===== src/rtl/mips_mc_ctrl.sv =====
// mips_mc_ctrl: multicycle MIPS control unit.
// A Moore FSM sequences fetch/decode/execute/memory/writeback for a fixed
// instruction subset and drives the ALUOp/flag interface of the ALU. Mux
// selects, ALUOp and the memory strobes are registered from the next state.
// The handshake- and flag-dependent strobes (irwrite, pcen) and the state
// event pulses (regwrite, ovf_trap, illegal) are decoded from the current
// state, because they must react within the same cycle.
module mips_mc_ctrl (
  input  logic       clk,
  input  logic       reset,
  input  logic [5:0] op,
  input  logic [5:0] funct,
  input  logic       z,
  input  logic       v,
  input  logic       mem_ready,
  output logic [4:0] ALUOp,
  output logic [1:0] alusrca,
  output logic [2:0] alusrcb,
  output logic       iord,
  output logic       memread,
  output logic       memwrite,
  output logic       irwrite,
  output logic       regdst,
  output logic       memtoreg,
  output logic       regwrite,
  output logic       pcen,
  output logic [1:0] pcsrc,
  output logic       ovf_trap,
  output logic       illegal
);

  // Opcodes (instruction[31:26])
  localparam logic [5:0] OP_RTYPE = 6'b000000;
  localparam logic [5:0] OP_LW    = 6'b100011;
  localparam logic [5:0] OP_SW    = 6'b101011;
  localparam logic [5:0] OP_BEQ   = 6'b000100;
  localparam logic [5:0] OP_BNE   = 6'b000101;
  localparam logic [5:0] OP_ADDI  = 6'b001000;
  localparam logic [5:0] OP_ANDI  = 6'b001100;
  localparam logic [5:0] OP_ORI   = 6'b001101;
  localparam logic [5:0] OP_SLTI  = 6'b001010;
  localparam logic [5:0] OP_J     = 6'b000010;

  // R-type function codes (instruction[5:0])
  localparam logic [5:0] F_ADD  = 6'b100000;
  localparam logic [5:0] F_SUB  = 6'b100010;
  localparam logic [5:0] F_AND  = 6'b100100;
  localparam logic [5:0] F_OR   = 6'b100101;
  localparam logic [5:0] F_XOR  = 6'b100110;
  localparam logic [5:0] F_NOR  = 6'b100111;
  localparam logic [5:0] F_SLT  = 6'b101010;
  localparam logic [5:0] F_SLTU = 6'b101011;
  localparam logic [5:0] F_SLL  = 6'b000000;
  localparam logic [5:0] F_SRL  = 6'b000010;
  localparam logic [5:0] F_SRA  = 6'b000011;

  // ALU operations; boolean ops carry their truth table in the low nibble
  localparam logic [4:0] ALU_ADD  = 5'b00000;
  localparam logic [4:0] ALU_SUB  = 5'b00001;
  localparam logic [4:0] ALU_SLT  = 5'b00101;
  localparam logic [4:0] ALU_SLTU = 5'b00111;
  localparam logic [4:0] ALU_SLL  = 5'b01000;
  localparam logic [4:0] ALU_SRL  = 5'b01001;
  localparam logic [4:0] ALU_SRA  = 5'b01011;
  localparam logic [4:0] ALU_AND  = 5'b11000;
  localparam logic [4:0] ALU_OR   = 5'b11110;
  localparam logic [4:0] ALU_XOR  = 5'b10110;
  localparam logic [4:0] ALU_NOR  = 5'b10001;

  // Datapath mux selects
  localparam logic [1:0] SRCA_PC      = 2'b00;
  localparam logic [1:0] SRCA_REGA    = 2'b01;
  localparam logic [1:0] SRCA_SHAMT   = 2'b10;
  localparam logic [2:0] SRCB_REGB    = 3'b000;
  localparam logic [2:0] SRCB_FOUR    = 3'b001;
  localparam logic [2:0] SRCB_SEXT    = 3'b010;
  localparam logic [2:0] SRCB_SEXT_SH = 3'b011;
  localparam logic [2:0] SRCB_ZEXT    = 3'b100;
  localparam logic [1:0] PCSRC_ALU    = 2'b00;
  localparam logic [1:0] PCSRC_ALUOUT = 2'b01;
  localparam logic [1:0] PCSRC_JUMP   = 2'b10;

  typedef enum logic [3:0] {
    S_FETCH, S_DECODE, S_MEMADR, S_MEMRD, S_MEMWB, S_MEMWR,
    S_REXEC, S_RWB, S_IEXEC, S_IWB, S_BRANCH, S_JUMP
  } state_t;

  // Registered per-state controls
  typedef struct packed {
    logic [4:0] aluop;
    logic [1:0] alusrca;
    logic [2:0] alusrcb;
    logic       iord;
    logic       memread;
    logic       memwrite;
    logic       regdst;
    logic       memtoreg;
    logic [1:0] pcsrc;
  } ctl_t;

  state_t state, next_state;
  ctl_t   ctl_q;
  logic   ovf_q;

  function automatic logic rfunct_ok(input logic [5:0] fn);
    case (fn)
      F_ADD, F_SUB, F_AND, F_OR, F_XOR, F_NOR,
      F_SLT, F_SLTU, F_SLL, F_SRL, F_SRA: return 1'b1;
      default:                            return 1'b0;
    endcase
  endfunction

  function automatic logic [4:0] rfunct_aluop(input logic [5:0] fn);
    case (fn)
      F_SUB:   return ALU_SUB;
      F_AND:   return ALU_AND;
      F_OR:    return ALU_OR;
      F_XOR:   return ALU_XOR;
      F_NOR:   return ALU_NOR;
      F_SLT:   return ALU_SLT;
      F_SLTU:  return ALU_SLTU;
      F_SLL:   return ALU_SLL;
      F_SRL:   return ALU_SRL;
      F_SRA:   return ALU_SRA;
      default: return ALU_ADD;
    endcase
  endfunction

  function automatic logic is_shift(input logic [5:0] fn);
    return (fn == F_SLL) || (fn == F_SRL) || (fn == F_SRA);
  endfunction

  // Control word shown while the FSM sits in state s
  function automatic ctl_t state_ctl(input state_t s, input logic [5:0] opc,
                                     input logic [5:0] fn);
    ctl_t c;
    c = '0;
    case (s)
      S_FETCH: begin
        c.memread = 1'b1;
        c.alusrca = SRCA_PC;
        c.alusrcb = SRCB_FOUR;
        c.pcsrc   = PCSRC_ALU;
      end
      S_DECODE: c.alusrcb = SRCB_SEXT_SH;   // branch target into ALUOut
      S_MEMADR: begin
        c.aluop   = ALU_ADD;
        c.alusrca = SRCA_REGA;
        c.alusrcb = SRCB_SEXT;
      end
      S_MEMRD: begin
        c.iord    = 1'b1;
        c.memread = 1'b1;
      end
      S_MEMWB: c.memtoreg = 1'b1;
      S_MEMWR: begin
        c.iord     = 1'b1;
        c.memwrite = 1'b1;
      end
      S_REXEC: begin
        c.aluop   = rfunct_aluop(fn);
        c.alusrca = is_shift(fn) ? SRCA_SHAMT : SRCA_REGA;
        c.alusrcb = SRCB_REGB;
      end
      S_RWB: c.regdst = 1'b1;
      S_IEXEC: begin
        c.alusrca = SRCA_REGA;
        case (opc)
          OP_ANDI: begin c.aluop = ALU_AND; c.alusrcb = SRCB_ZEXT; end
          OP_ORI:  begin c.aluop = ALU_OR;  c.alusrcb = SRCB_ZEXT; end
          OP_SLTI: begin c.aluop = ALU_SLT; c.alusrcb = SRCB_SEXT; end
          default: begin c.aluop = ALU_ADD; c.alusrcb = SRCB_SEXT; end
        endcase
      end
      S_BRANCH: begin
        c.aluop   = ALU_SUB;
        c.alusrca = SRCA_REGA;
        c.alusrcb = SRCB_REGB;
        c.pcsrc   = PCSRC_ALUOUT;
      end
      S_JUMP: c.pcsrc = PCSRC_JUMP;
      default: ;
    endcase
    return c;
  endfunction

  // Next-state selection
  always_comb begin
    // NOTE: default first so every path assigns next_state and no latch is inferred.
    next_state = state;
    case (state)
      S_FETCH:  if (mem_ready) next_state = S_DECODE;
      S_DECODE: begin
        case (op)
          OP_LW, OP_SW:                     next_state = S_MEMADR;
          OP_RTYPE:                         next_state = rfunct_ok(funct) ? S_REXEC : S_FETCH;
          OP_ADDI, OP_ANDI, OP_ORI, OP_SLTI: next_state = S_IEXEC;
          OP_BEQ, OP_BNE:                   next_state = S_BRANCH;
          OP_J:                             next_state = S_JUMP;
          default:                          next_state = S_FETCH;
        endcase
      end
      S_MEMADR: next_state = (op == OP_LW) ? S_MEMRD : S_MEMWR;
      S_MEMRD:  if (mem_ready) next_state = S_MEMWB;
      S_MEMWR:  if (mem_ready) next_state = S_FETCH;
      S_REXEC:  next_state = S_RWB;
      S_IEXEC:  next_state = S_IWB;
      default:  next_state = S_FETCH;   // MEMWB, RWB, IWB, BRANCH, JUMP
    endcase
  end

  // State, registered control word and captured overflow
  always_ff @(posedge clk or posedge reset) begin
    if (reset) begin
      state <= S_FETCH;
      ctl_q <= state_ctl(S_FETCH, '0, '0);
      ovf_q <= 1'b0;
    end else begin
      // NOTE: non-blocking assignments so every register samples pre-edge values.
      state <= next_state;
      ctl_q <= state_ctl(next_state, op, funct);
      case (state)
        S_REXEC: ovf_q <= v & ((funct == F_ADD) || (funct == F_SUB));
        S_IEXEC: ovf_q <= v & (op == OP_ADDI);
        default: ovf_q <= 1'b0;
      endcase
    end
  end

  // Same-cycle strobes: handshake, branch resolution and event pulses
  always_comb begin
    irwrite  = (state == S_FETCH) & mem_ready & ~reset;
    pcen     = irwrite
             | ((state == S_BRANCH) & (z ^ (op == OP_BNE)))
             | (state == S_JUMP);
    regwrite = (state == S_MEMWB)
             | (((state == S_RWB) | (state == S_IWB)) & ~ovf_q);
    ovf_trap = ((state == S_RWB) | (state == S_IWB)) & ovf_q;
    illegal  = (state == S_DECODE) & ~(
                 (op == OP_LW)   | (op == OP_SW)   | (op == OP_BEQ)  |
                 (op == OP_BNE)  | (op == OP_ADDI) | (op == OP_ANDI) |
                 (op == OP_ORI)  | (op == OP_SLTI) | (op == OP_J)    |
                 ((op == OP_RTYPE) & rfunct_ok(funct)));
  end

  assign ALUOp    = ctl_q.aluop;
  assign alusrca  = ctl_q.alusrca;
  assign alusrcb  = ctl_q.alusrcb;
  assign iord     = ctl_q.iord;
  assign memread  = ctl_q.memread;
  assign memwrite = ctl_q.memwrite;
  assign regdst   = ctl_q.regdst;
  assign memtoreg = ctl_q.memtoreg;
  assign pcsrc    = ctl_q.pcsrc;

endmodule


===== config.mk =====
export PLATFORM = sky130hd
export DESIGN_NAME = mips_mc_ctrl
export DESIGN_NICKNAME = d
export VERILOG_FILES = /design/src/rtl/mips_mc_ctrl.sv
export SDC_FILE = /design/constraint.sdc
export NUM_CORES = 1
export LEC_CHECK = 0
export BUFFER_PORTS_ARGS = -buffer_cell sky130_fd_sc_hd__buf_2
export CORE_AREA = 5 5 67 69
export DETAILED_ROUTE_END_ITERATION = 7
export DIE_AREA = 0 0 72 74
export GPL_ROUTABILITY_DRIVEN = 0
export HOLD_SLACK_MARGIN = 0.05
export PLACE_DENSITY_LB_ADDON = 0.12
export SLEW_MARGIN = 20
export SYNTH_ARGS = -nofsm -noshare
export SYNTH_HDL_FRONTEND = slang
export SYNTH_SLANG_ARGS = --single-unit

===== constraint.sdc =====
create_clock -name clk -period 2.5 [get_ports clk]
set_input_delay 0.375 -clock clk [delete_from_list [all_inputs] [get_ports clk]]
set_output_delay 0.375 -clock clk [all_outputs]
set_load 0.03 [all_outputs]

---- Word level (Yosys, flattened, before mapping) ----
Cells that the tools add are included.
word-level totals
  bits in registers ....................... 22
  output and inout bits ................... 22
  word-level logic and storage cells ...... 116
cells by class
  equal/unequal tests ..................... 40
  mux-type cells .......................... 24
  bitwise operators ....................... 26
  reductions and logical operators ........ 15
operators with widths
  cell                  count
  $eq A6 B6 Y1 const B  10
  $pmux W5 S10          1
  $eq A4 B3 Y1 const B  8
  $pmux W5 S3           2
  $eq A4 B4 Y1 const B  7
  $pmux W4 S7           1
  $eq A6 B4 Y1 const B  4
  $pmux W4 S5           1
  $eq A6 B2 Y1 const B  3
  $eq A4 B2 Y1 const B  4
  $or A1 B1 Y1          13
  $eq A6 B3 Y1 const B  2
  $logic_not A6 Y1      2
  $mux W4               3
  $pmux W3 S4           1
  $reduce_or A11 Y1     1
  $reduce_or A2 Y1      5
  $and A1 B1 Y1         9
  $mux W3               3
  $eq A4 B1 Y1 const B  2
  $logic_not A4 Y1      2
  $mux W1               8
  $pmux W2 S2           2
  $reduce_or A4 Y1      1
  6 further kinds       10

---- Longest topological paths before layout ----
Gate-level depths: netlist of the first run.
  word-level depth ........................ 12
  depth in mapped cells ................... 8

---- Least setup slack after synthesis of the first run ----
Ideal clock, no wire load.
  path kind ............................... input to output
  start ................................... input op[2]
  end ..................................... output irwrite
  arrival ................................. 2,164 ps
  required time ........................... 2,125 ps
  setup slack ............................. -39 ps
  stages on the path ...................... 8
  path through ............................ buf_6 nand4b_4 nor3_2 a2111o_2 nand3_4 or2_4 or2_4 nor3_1
RTL lines
  element          line  source
  start, declared  11    input logic [5:0] op,
  end, declared    22    output logic irwrite,

---- Final worst setup path of the first run ----
  start ................................... register state[0]
  end ..................................... output pcen
between the ends
  word-level cells in the longest chain between the ends .. 5
RTL lines
  element                      line  source
  start, declared              101   state_t state, next_state;
  start signal, assigned       220   state <= next_state;
  $logic_not A4 Y1             232   irwrite = (state == S_FETCH) & mem_ready & ~reset;
  $and A1 B1 Y1 (2 in series)  232
  $or A1 B1 Y1                 234   | ((state == S_BRANCH) & (z ^ (op == OP_BNE)))
  $or A1 B1 Y1 *               235   | (state == S_JUMP);
  end, declared                26    output logic pcen,
Every way passes the cells marked *; elsewhere a longest branch is shown, timed or not.

==> impl_summary.md, run 1 <==
Outcome
The flow ran to the end, and the final reports show no timing, DRC or antenna violations.

STA
For the pin with the worst max-slew slack, the measured transition is 0.7958 ns. The post-route fraction of the period consumed by the critical path is 97.05%. For the final database, setup skew stands at 0.002571 ns. The worst hold slack after final layout is 0.3155 ns. The number of hold violations in the final report is 0.

The shortest clock period the worst path allows after layout is 2.426 ns. For this run, the top clock speed supported by timing is 412.1 MHz. The total setup violations reported at the end of the flow is 0.

The max-slew headroom at the worst pin is 46.89%. The final count of pins violating max slew came to 0. The final setup slack of the worst path is 0.07367 ns.

Power
For this design the ratio of total power to cell area is 610.4 mW/mm2. The leakage power figure is 0.8607 nW. The total power after layout is 0.001127 W. The maximum resistive drop on vdd is 279.0 uV.

Worst setup path
The cell with the biggest individual delay on the critical path is sky130_fd_sc_hd__dfrtp_2. The most critical setup path has its endpoint at pcen. Traced cell by cell, the critical path runs through nor4b_4 -> nand3_1 -> a31o_4 -> nand3_4 -> or2_4 -> or2_4 -> o31ai_4 -> buf_6. The kind of start point of the critical path is a flop. For the worst setup path, the data required time is 2.12 ns. The number of buffers and inverters on the critical path is 1. The arrival time at the worst endpoint is 2.05 ns. The number of cells on the worst reg-to-reg path is 9. The critical path class is reg -> out. The number of cells on the critical path is 8.

The worst register-to-register path begins at state[2]$_DFF_PP0_. The largest fanout of any net on the critical path is 7. The most repeated library cell on the critical path is sky130_fd_sc_hd__or2_4. The cell family with the largest share of critical-path delay is simple AND/OR/NAND/NOR gates. The highest cell delay on the worst timing path is 0.46 ns. The launch point of the worst path is state[0]$_DFF_PP0_. The worst setup path is captured at an output port.

In this run the register-to-register setup slack is 0.43 ns. The endpoint identified for the worst register-to-register timing path is ALUOp[3]$_DFF_PP0_.

Die
The area of the core is 0.003856 mm2. The die is 72 um wide. Row generation in the floorplan step produced 23 rows.

The overall die area is 0.005328 mm2. The top-level port count is 39. The effective utilization at floorplan is 37.83%. In this run the vertical extent of the chip is 74 um.

Cells and area
The final cell count without fillers is 256. The repair_antennas step left the layout with diodes totalling 0. Cells with a size suffix above 1 make up 40.29% of the layout. The net count of the finished layout is 224. Relative to the synthesized area, the layout overhead comes to 26.50%. The filler cell count is 392. Once layout is complete, the utilization of the core stands at 47.86%.

Global route
Global routing finished with a remaining overflow of 0. The pin count of the biggest net entering global routing is 23. The first global-routing pass estimated 5747 um of wire. The total routing resource utilization after global routing is 13.38%. The number of global-route vias before repair is 1,294. The initial antenna violation count is 0.

Routing
The via-per-instance ratio is 5.203. The routed wire length per instance is 13.98 um. For this block, the routed nets add up to 3579 um of wire. For this run, the detailed router's first-pass iteration total came to 4.

In this run the remaining antenna-violating nets after routing total 0. The detailed router finished its first iteration with 44 violations. For this block, the via count after detailed routing is 1,332. The DRC violations left is 0.

Yosys
After synthesis, the mean cell area works out to 8.950 um2. Of all flip-flops after synthesis, the portion carrying an async set or reset was 100.0%. Counting every instance in the synthesized netlist gives 163.

The Yosys step of the flow raised 0 warnings. Of the synthesized area, sequential elements account for 37.91%. The number of nets in the synthesized netlist is 180. The cell area that synthesis handed to floorplanning was 0.001459 mm2.

The number of unique standard cell types used by synthesis is 54. In this run, synthesis inferred 0 flip-flops with an integrated enable. The flip-flop cell with the highest count after synthesis is sky130_fd_sc_hd__dfrtp_1. The synthesized flop and latch total is 22.

Clock tree
In this run the number of H-tree levels came out at 1. Clock tree synthesis found a total of 22 sinks. The root buffer selected by CTS is sky130_fd_sc_hd__clkbuf_8. The largest buffer count on any clock path is 2. The number of buffers added by the clock tree synthesis step is 3. TritonCTS built the clock tree. The clock latency on the worst-skew pair is 0.25 ns.

After clock tree synthesis, the clock-pin slew on the worst setup and hold paths is 0.08 ns.

Placed design
The count of input and output buffers is 38. The worst slack after detailed placement is 0.03283 ns. After detailed placement, the design holds a cell count of 247. The estimated wirelength of the detail-placed design is 2802 um.

Hold path
The classification of the worst-slack hold path is in -> async.

Job
The tool flagged a number of max-cap violations equal to 0.
layer usage:
metal | GRT usage [%] | up-vias | wire [um]
met5 | 0 | - | 0
met2 | 24.18 | 23 | 1860
met1 | 16.81 | 639 | 1572
met3 | 2.568 | 0 | 146
li1 | - | 670 | -
met4 | 2.505 | 0 | 0
report_power, final:
part	internal [W]	total, W	switching [W]
Sequential	0.000393	0.000413	0.0000192
Clock	0.000213	0.000320	0.000106
Combinational	0.000149	0.000394	0.000245
Total	0.000756	0.00113	0.000370
how the worst min path moves through the flow:
stage | endpoint | from | slack (ns)
finish | iord$_DFF_PP0_ | reset | 0.32
global route | ovf_q$_DFF_PP0_ | v | 0.36
CTS | regdst$_DFF_PP0_ | reset | 0.32
detailed placement | memwrite$_DFF_PP0_ | reset | 0.60
global placement | regdst$_DFF_PP0_ | reset | 0.60
floorplan | ALUOp[0]$_DFF_PP0_ | reset | 0.36
state kept, by name (all words and copies together) (netlist names):
register,cells
iord,1
alusrcb,3
regdst,1
memtoreg,1
memread,1
pcsrc,2
ovf_q,1
ALUOp,5
state,4
memwrite,1
alusrca,2
worst reg2reg max path, cell delays in order, from the launching register on:
cell and delay, ns:
sky130_fd_sc_hd__dfrtp_2 0.45, sky130_fd_sc_hd__buf_4 0.16, sky130_fd_sc_hd__buf_4 0.15, sky130_fd_sc_hd__and4bb_1 0.21, sky130_fd_sc_hd__a21oi_1 0.12, sky130_fd_sc_hd__nor2_1 0.08, sky130_fd_sc_hd__nor3_4 0.28, sky130_fd_sc_hd__buf_4 0.20
sky130_fd_sc_hd__nand2_1 0.14, sky130_fd_sc_hd__o22ai_1 0.19
synth_stat cells (2+ instances only):
cell type,count,area share (%)
sky130_fd_sc_hd__a21oi_1,9,3.1
sky130_fd_sc_hd__nor2_1,19,4.9
sky130_fd_sc_hd__and2_1,2,0.86
sky130_fd_sc_hd__nand3_1,7,2.4
sky130_fd_sc_hd__nand2_1,14,3.6
sky130_fd_sc_hd__nor4_1,3,1.3
sky130_fd_sc_hd__nor2b_1,3,1.3
sky130_fd_sc_hd__nor3b_1,2,1.0
sky130_fd_sc_hd__dfstp_2,2,3.6
sky130_fd_sc_hd__or2_4,2,1.2
sky130_fd_sc_hd__inv_1,8,2.1
sky130_fd_sc_hd__nor3_1,8,2.7
sky130_fd_sc_hd__o21ai_0,6,2.1
sky130_fd_sc_hd__buf_2,5,1.7
sky130_fd_sc_hd__dfrtp_1,20,34
sky130_fd_sc_hd__a31oi_1,2,0.86
sky130_fd_sc_hd__buf_4,3,1.5
sky130_fd_sc_hd__and3_1,3,1.3
sky130_fd_sc_hd__o21ai_1,2,0.69
sky130_fd_sc_hd__o22ai_1,4,1.7
sky130_fd_sc_hd__nand2b_1,4,1.7
sky130_fd_sc_hd__o32ai_1,2,1.2
sky130_fd_sc_hd__buf_6,2,1.5
kinds of logic after synthesis:
logic type / Yosys count / synth area share [%]
AO/OA/AOI/OAI: 38 / 19.04
XOR/XNOR: 2 / 1.201
buffers and inverters: 18 / 6.861
flip-flops: 22 / 37.91
multiplexers: 1 / 0.7718
AND/OR/NAND/NOR: 82 / 34.22
repair_timing:
item                                   in CTS  in global routing
setup endpoints to repair                   2                  2
hold buffers                                0                  0
setup buffers                               3                  2
resized for setup                           5                 10
endpoints found under the hold margin       0                  0
pin swaps                                   0                  4
through the flow:
stage,instance area [um2],TNS [ns]
after floorplan,1464,0
after global placement,1692,0
after detailed placement,1692,0
after CTS,1800,0
after global routing,1846,-0.02095
final,1846,0
cell usage in the layout (no fill, tap or decap), types with 2 or more instances in the layout:
master	count
sky130_fd_sc_hd__nor4_1	2
sky130_fd_sc_hd__nand3_1	7
sky130_fd_sc_hd__nor3_1	7
sky130_fd_sc_hd__nand2_1	14
sky130_fd_sc_hd__and3_1	2
sky130_fd_sc_hd__o32ai_1	2
sky130_fd_sc_hd__a31oi_1	2
sky130_fd_sc_hd__inv_2	3
sky130_fd_sc_hd__inv_1	5
sky130_fd_sc_hd__o21ai_1	3
sky130_fd_sc_hd__buf_2	37
sky130_fd_sc_hd__nor3_2	2
sky130_fd_sc_hd__nor2_1	19
sky130_fd_sc_hd__dfrtp_1	17
sky130_fd_sc_hd__o22ai_1	4
sky130_fd_sc_hd__dfrtp_2	3
sky130_fd_sc_hd__nor2b_1	3
sky130_fd_sc_hd__nand2b_1	4
sky130_fd_sc_hd__o21ai_0	5
sky130_fd_sc_hd__or2_4	2
sky130_fd_sc_hd__clkbuf_8	3
sky130_fd_sc_hd__nor3b_1	2
sky130_fd_sc_hd__and2_1	2
sky130_fd_sc_hd__a21oi_1	9
sky130_fd_sc_hd__dfstp_2	2
sky130_fd_sc_hd__buf_4	11
layout make-up:
| cell class | count | area [um2] | share of cell area (%) |
|---|---|---|---|
| Tap cell | 50 | 62.56 | 3.390 |
| Clock buffer | 3 | 41.29 | 2.237 |
| Sequential cell | 22 | 556.8 | 30.17 |
| Inverter | 8 | 30.03 | 1.627 |
| Timing Repair Buffer | 49 | 279.0 | 15.12 |
| Multi-Input combinational cell | 123 | 845.8 | 45.83 |
| Clock inverter | 1 | 30.03 | 1.627 |
Power figures use the tool's default switching activity.
==> run 2: changes to the inputs <==
--- a/config.mk
+++ b/config.mk
@@ -6,9 +6,9 @@
 export NUM_CORES = 1
 export LEC_CHECK = 0
 export BUFFER_PORTS_ARGS = -buffer_cell sky130_fd_sc_hd__buf_2
-export CORE_AREA = 5 5 67 69
+export CORE_AREA = 5 5 79 59
 export DETAILED_ROUTE_END_ITERATION = 7
-export DIE_AREA = 0 0 72 74
+export DIE_AREA = 0 0 84 64
 export GPL_ROUTABILITY_DRIVEN = 0
 export HOLD_SLACK_MARGIN = 0.05
 export PLACE_DENSITY_LB_ADDON = 0.12
==> run 2 against run 1 <==
Hold slack got worse by 0.012 ns. Largest cell class unchanged. Critical path depth unchanged. Combinational power decreased by 2%. Non-clock buffer count increased by 4. First-iteration DRC count increased by 4.5%. Via count increased by 3.5%.
==> impl_summary.md, run 2 (synthesis results as in run 1) <==
Outcome
The flow ran to the end, and the final reports show no timing, DRC or antenna violations.

Routing
The final antenna-violating net count is 0 (unchanged). The overall via count from detail_route came to 1,379 (+3.5%). The wire length on met3 is 214 um (+47%).

The highest routed metal layer is met4. The routed length on met1 is 1811 um (+15%). The DRC violation total after the first TritonRoute iteration came to 46 (+4.5%). The total iterations of the first detailed-routing run came to 4 (unchanged).

The DRC violations left was 0 (unchanged). The via-per-instance ratio was 5.263 (+1.2%). The aggregate routed wire length is 3662 um (+2.3%). The sum of met2 wire segment lengths after detailed routing is 1584 um (-15%).

The routed wire length per instance was 13.98 um (about the same).

Cells and area
The flip-flop count of the largest register, all copies and words added came to 5 (unchanged). The net count of the finished layout was 228 (+1.8%). The final cell count without fillers is 262 (+2.3%). The area growth from synthesis to layout is 27.62%. The library cell used most frequently in the layout, excluding fill and tap cells, is sky130_fd_sc_hd__buf_2.

The share of final-layout standard cells stronger than drive strength 1 is 40.95% (+0.66 points). The antenna cell count came to 0 (unchanged). The utilization after layout was 48.95% (+1.1 points). The library cells used most frequently in the layout, excluding fill and tap cells, are sky130_fd_sc_hd__buf_2 (36), sky130_fd_sc_hd__nor2_1 (19), sky130_fd_sc_hd__dfrtp_1 (17), sky130_fd_sc_hd__buf_4 (17), sky130_fd_sc_hd__nand2_1 (14).

Clock tree
The number of clock sinks is 22 (unchanged). The cell sitting at the root of the clock tree is a sky130_fd_sc_hd__clkbuf_8. The clock latency on the worst-skew pair was 0.26 ns (about the same). The CTS H-tree depth is 1 (unchanged). TritonCTS built the clock tree.

The number of buffers added by the clock tree synthesis step is 3 (unchanged). The largest buffer count on any clock path is 2 (unchanged). The clock-pin slew on the worst setup and hold paths came to 0.08 ns (about the same).

STA
Setup repair after global routing could not meet its margin everywhere. The transition time of the tightest slew-check pin is 0.8292 ns (+0.03337 ns). The number of hold violations in the final report came to 0 (unchanged).

The max-slew headroom at the worst pin is 44.66% (-2.2 points). The post-route fraction of the period consumed by the critical path is 98.47% (+1.4 points). The final count of pins violating max slew is 0 (unchanged). The upper clock frequency limit is 406.2 MHz (-1.4%). The post-route clock skew came to 0.005792 ns (+0.003220 ns). The shortest clock period the worst path allows after layout was 2.462 ns (+0.03554 ns). The total setup violations reported at the end of the flow was 0 (unchanged).

Global route
The total routing resource utilization after global routing was 13.93% (+0.56 points). The number of global-route vias before repair came to 1,283 (-0.85%). The initial antenna violation count is 0 (unchanged). The first-pass GRT wire length was 6182 um (+7.6%).

The pin count of the biggest net entering global routing was 23 (unchanged). The global-route congestion overflow total is 0 (unchanged).

Worst setup path
The required arrival time at the worst endpoint is 2.12 ns (about the same). The worst reg2reg path endpoint is ALUOp[3]$_DFF_PP0_. The largest fanout of any net on the critical path is 6 (-1). The kind of start point of the critical path is a flop. The startpoint of the lowest-slack register-to-register path is state[0]$_DFF_PP0_.

Following the worst setup path forward leads to its endpoint at pcen. The logic depth of the worst register-to-register path was 8 (-1). The reg2reg setup slack is 0.42 ns (about the same).

The arrival time at the worst endpoint is 2.09 ns (+0.04 ns). In this run the worst setup path begins at state[0]$_DFF_PP0_. By startpoint and endpoint, the worst setup path is classified as reg -> out. The kind of end point of the critical path is an output port.

Power
The ratio of total power to cell area is 604.2 mW/mm2 (-1.0%). The maximum resistive drop on vdd is 313.3 uV (+12%). The portion of total power attributed to combinational logic came to 34.3% (-0.7 points). The power spent charging and discharging nets is 0.0003754 W (+1.3%). The share of total power consumed by net switching is 33.37% (+0.49 points).

The clock network power share is 29.2% (+0.8 points). The internal power came to 0.0007496 W (-0.87%). The proportion of power drawn by flip-flops and latches is 36.5% (about the same). The leakage power figure was 0.8809 nW (+2.4%).

Die
The die boundary width was 84 um (+17%). The die height is 64 um (-14%). The overall die area was 0.005376 mm2 (+0.90%). The total number of placement rows is 19 (-17%). The top-level port count is 39 (unchanged).

The effective utilization at floorplan is 38.36% (+0.52 points). The area of the core is 0.003804 mm2 (-1.4%).

Placed design
The count of input and output buffers is 38 (unchanged). The estimated wirelength of the detail-placed design came to 2849 um (+1.7%). The placed instance count is 251 (+1.6%).

Job
The number of maximum-capacitance constraint violations was 0 (unchanged).

Hold path
The worst hold path belongs to the class in -> async.
run 2: cell count changes in the layout (fill, tap and decap cells not counted):
cell,previous run,this run
sky130_fd_sc_hd__o2111ai_2,1,0
sky130_fd_sc_hd__buf_4,11,17
sky130_fd_sc_hd__o311ai_0,0,1
sky130_fd_sc_hd__o31ai_4,1,0
sky130_fd_sc_hd__buf_2,37,36
sky130_fd_sc_hd__buf_6,1,0
sky130_fd_sc_hd__o21ai_0,5,6
sky130_fd_sc_hd__o311ai_1,1,0
sky130_fd_sc_hd__o2111ai_1,0,1
sky130_fd_sc_hd__o31ai_2,0,1
sky130_fd_sc_hd__o21ai_1,3,2
run 2: per-layer routing:
layer / vias up / track usage, %
met2: 50 / 22.32
li1: 679 / -
met5: - / 0
met3: 6 / 2.054
met1: 644 / 19.68
met4: 0 / 4.016
run 2: worst min-delay path by stage:
stage | from | endpoint | slack (ns) | cells after the start
5_1_grt | v | ovf_q$_DFF_PP0_ | 0.37 | 2
3_5_place_dp | reset | alusrcb[1]$_DFF_PP0_ | 0.61 | 2
2_1_floorplan | reset | ALUOp[0]$_DFF_PP0_ | 0.36 | 1
4_1_cts | reset | alusrcb[1]$_DFF_PP0_ | 0.33 | 2
6_report | reset | memtoreg$_DFF_PP0_ | 0.30 | 2
3_3_place_gp | reset | state[0]$_DFF_PP0_ | 0.61 | 2
run 2: power groups by stage:
stage	sequential [W]	clock [W]	combinational (W)
final	0.000411	0.000328	0.000386
after global routing	0.000414	0.000353	0.000418
after CTS	0.000410	0.000337	0.000374
after detailed placement	0.000415	0	0.000362
after global placement	0.000416	0	0.000360
after floorplan	0.000453	0	0.000227
run 2: repair_timing:
item / 4_1_cts / 5_1_grt
setup endpoints to repair: 2 / 2
buffers inserted: 4 / 3
pin swaps: 1 / 6
resized for setup: 6 / 6
endpoints found under the hold margin: 0 / 0
hold buffers: 0 / 0
cloned: 0 / 0
run 2: through the flow:
step | instance area (um2) | TNS (ns) | setup WS [ns] | hold WS [ns] | power, W
floorplan | 1464 | 0 | 0.1149 | 0.3627 | 0.0006805
global placement | 1709 | 0 | 0.05893 | 0.6053 | 0.0007755
detailed placement | 1709 | 0 | 0.07765 | 0.6147 | 0.0007769
CTS | 1831 | 0 | 0.009137 | 0.3281 | 0.001122
global route | 1862 | -0.09238 | -0.05984 | 0.3674 | 0.001185
finish | 1862 | 0 | 0.03813 | 0.3037 | 0.001125
run 2: cell type report:
cell class | count | area [um2]
Clock inverter | 1 | 30.03
Tap cell | 52 | 65.06
Fill cell | 385 | 1942
Inverter | 8 | 30.03
Timing Repair Buffer | 53 | 307.8
Clock buffer | 3 | 41.29
Sequential cell | 22 | 556.8
Multi-Input combinational cell | 123 | 830.8
run 2: worst max-delay path, cell delays in order, from the launching register on:
cell	delay, ns
sky130_fd_sc_hd__dfrtp_2	0.46
sky130_fd_sc_hd__nor4b_4	0.16
sky130_fd_sc_hd__nand3_1	0.10
sky130_fd_sc_hd__a31o_4	0.13
sky130_fd_sc_hd__nand3_4	0.07
sky130_fd_sc_hd__or2_4	0.27
sky130_fd_sc_hd__or2_4	0.27
sky130_fd_sc_hd__o31ai_2	0.17
sky130_fd_sc_hd__buf_4	0.19
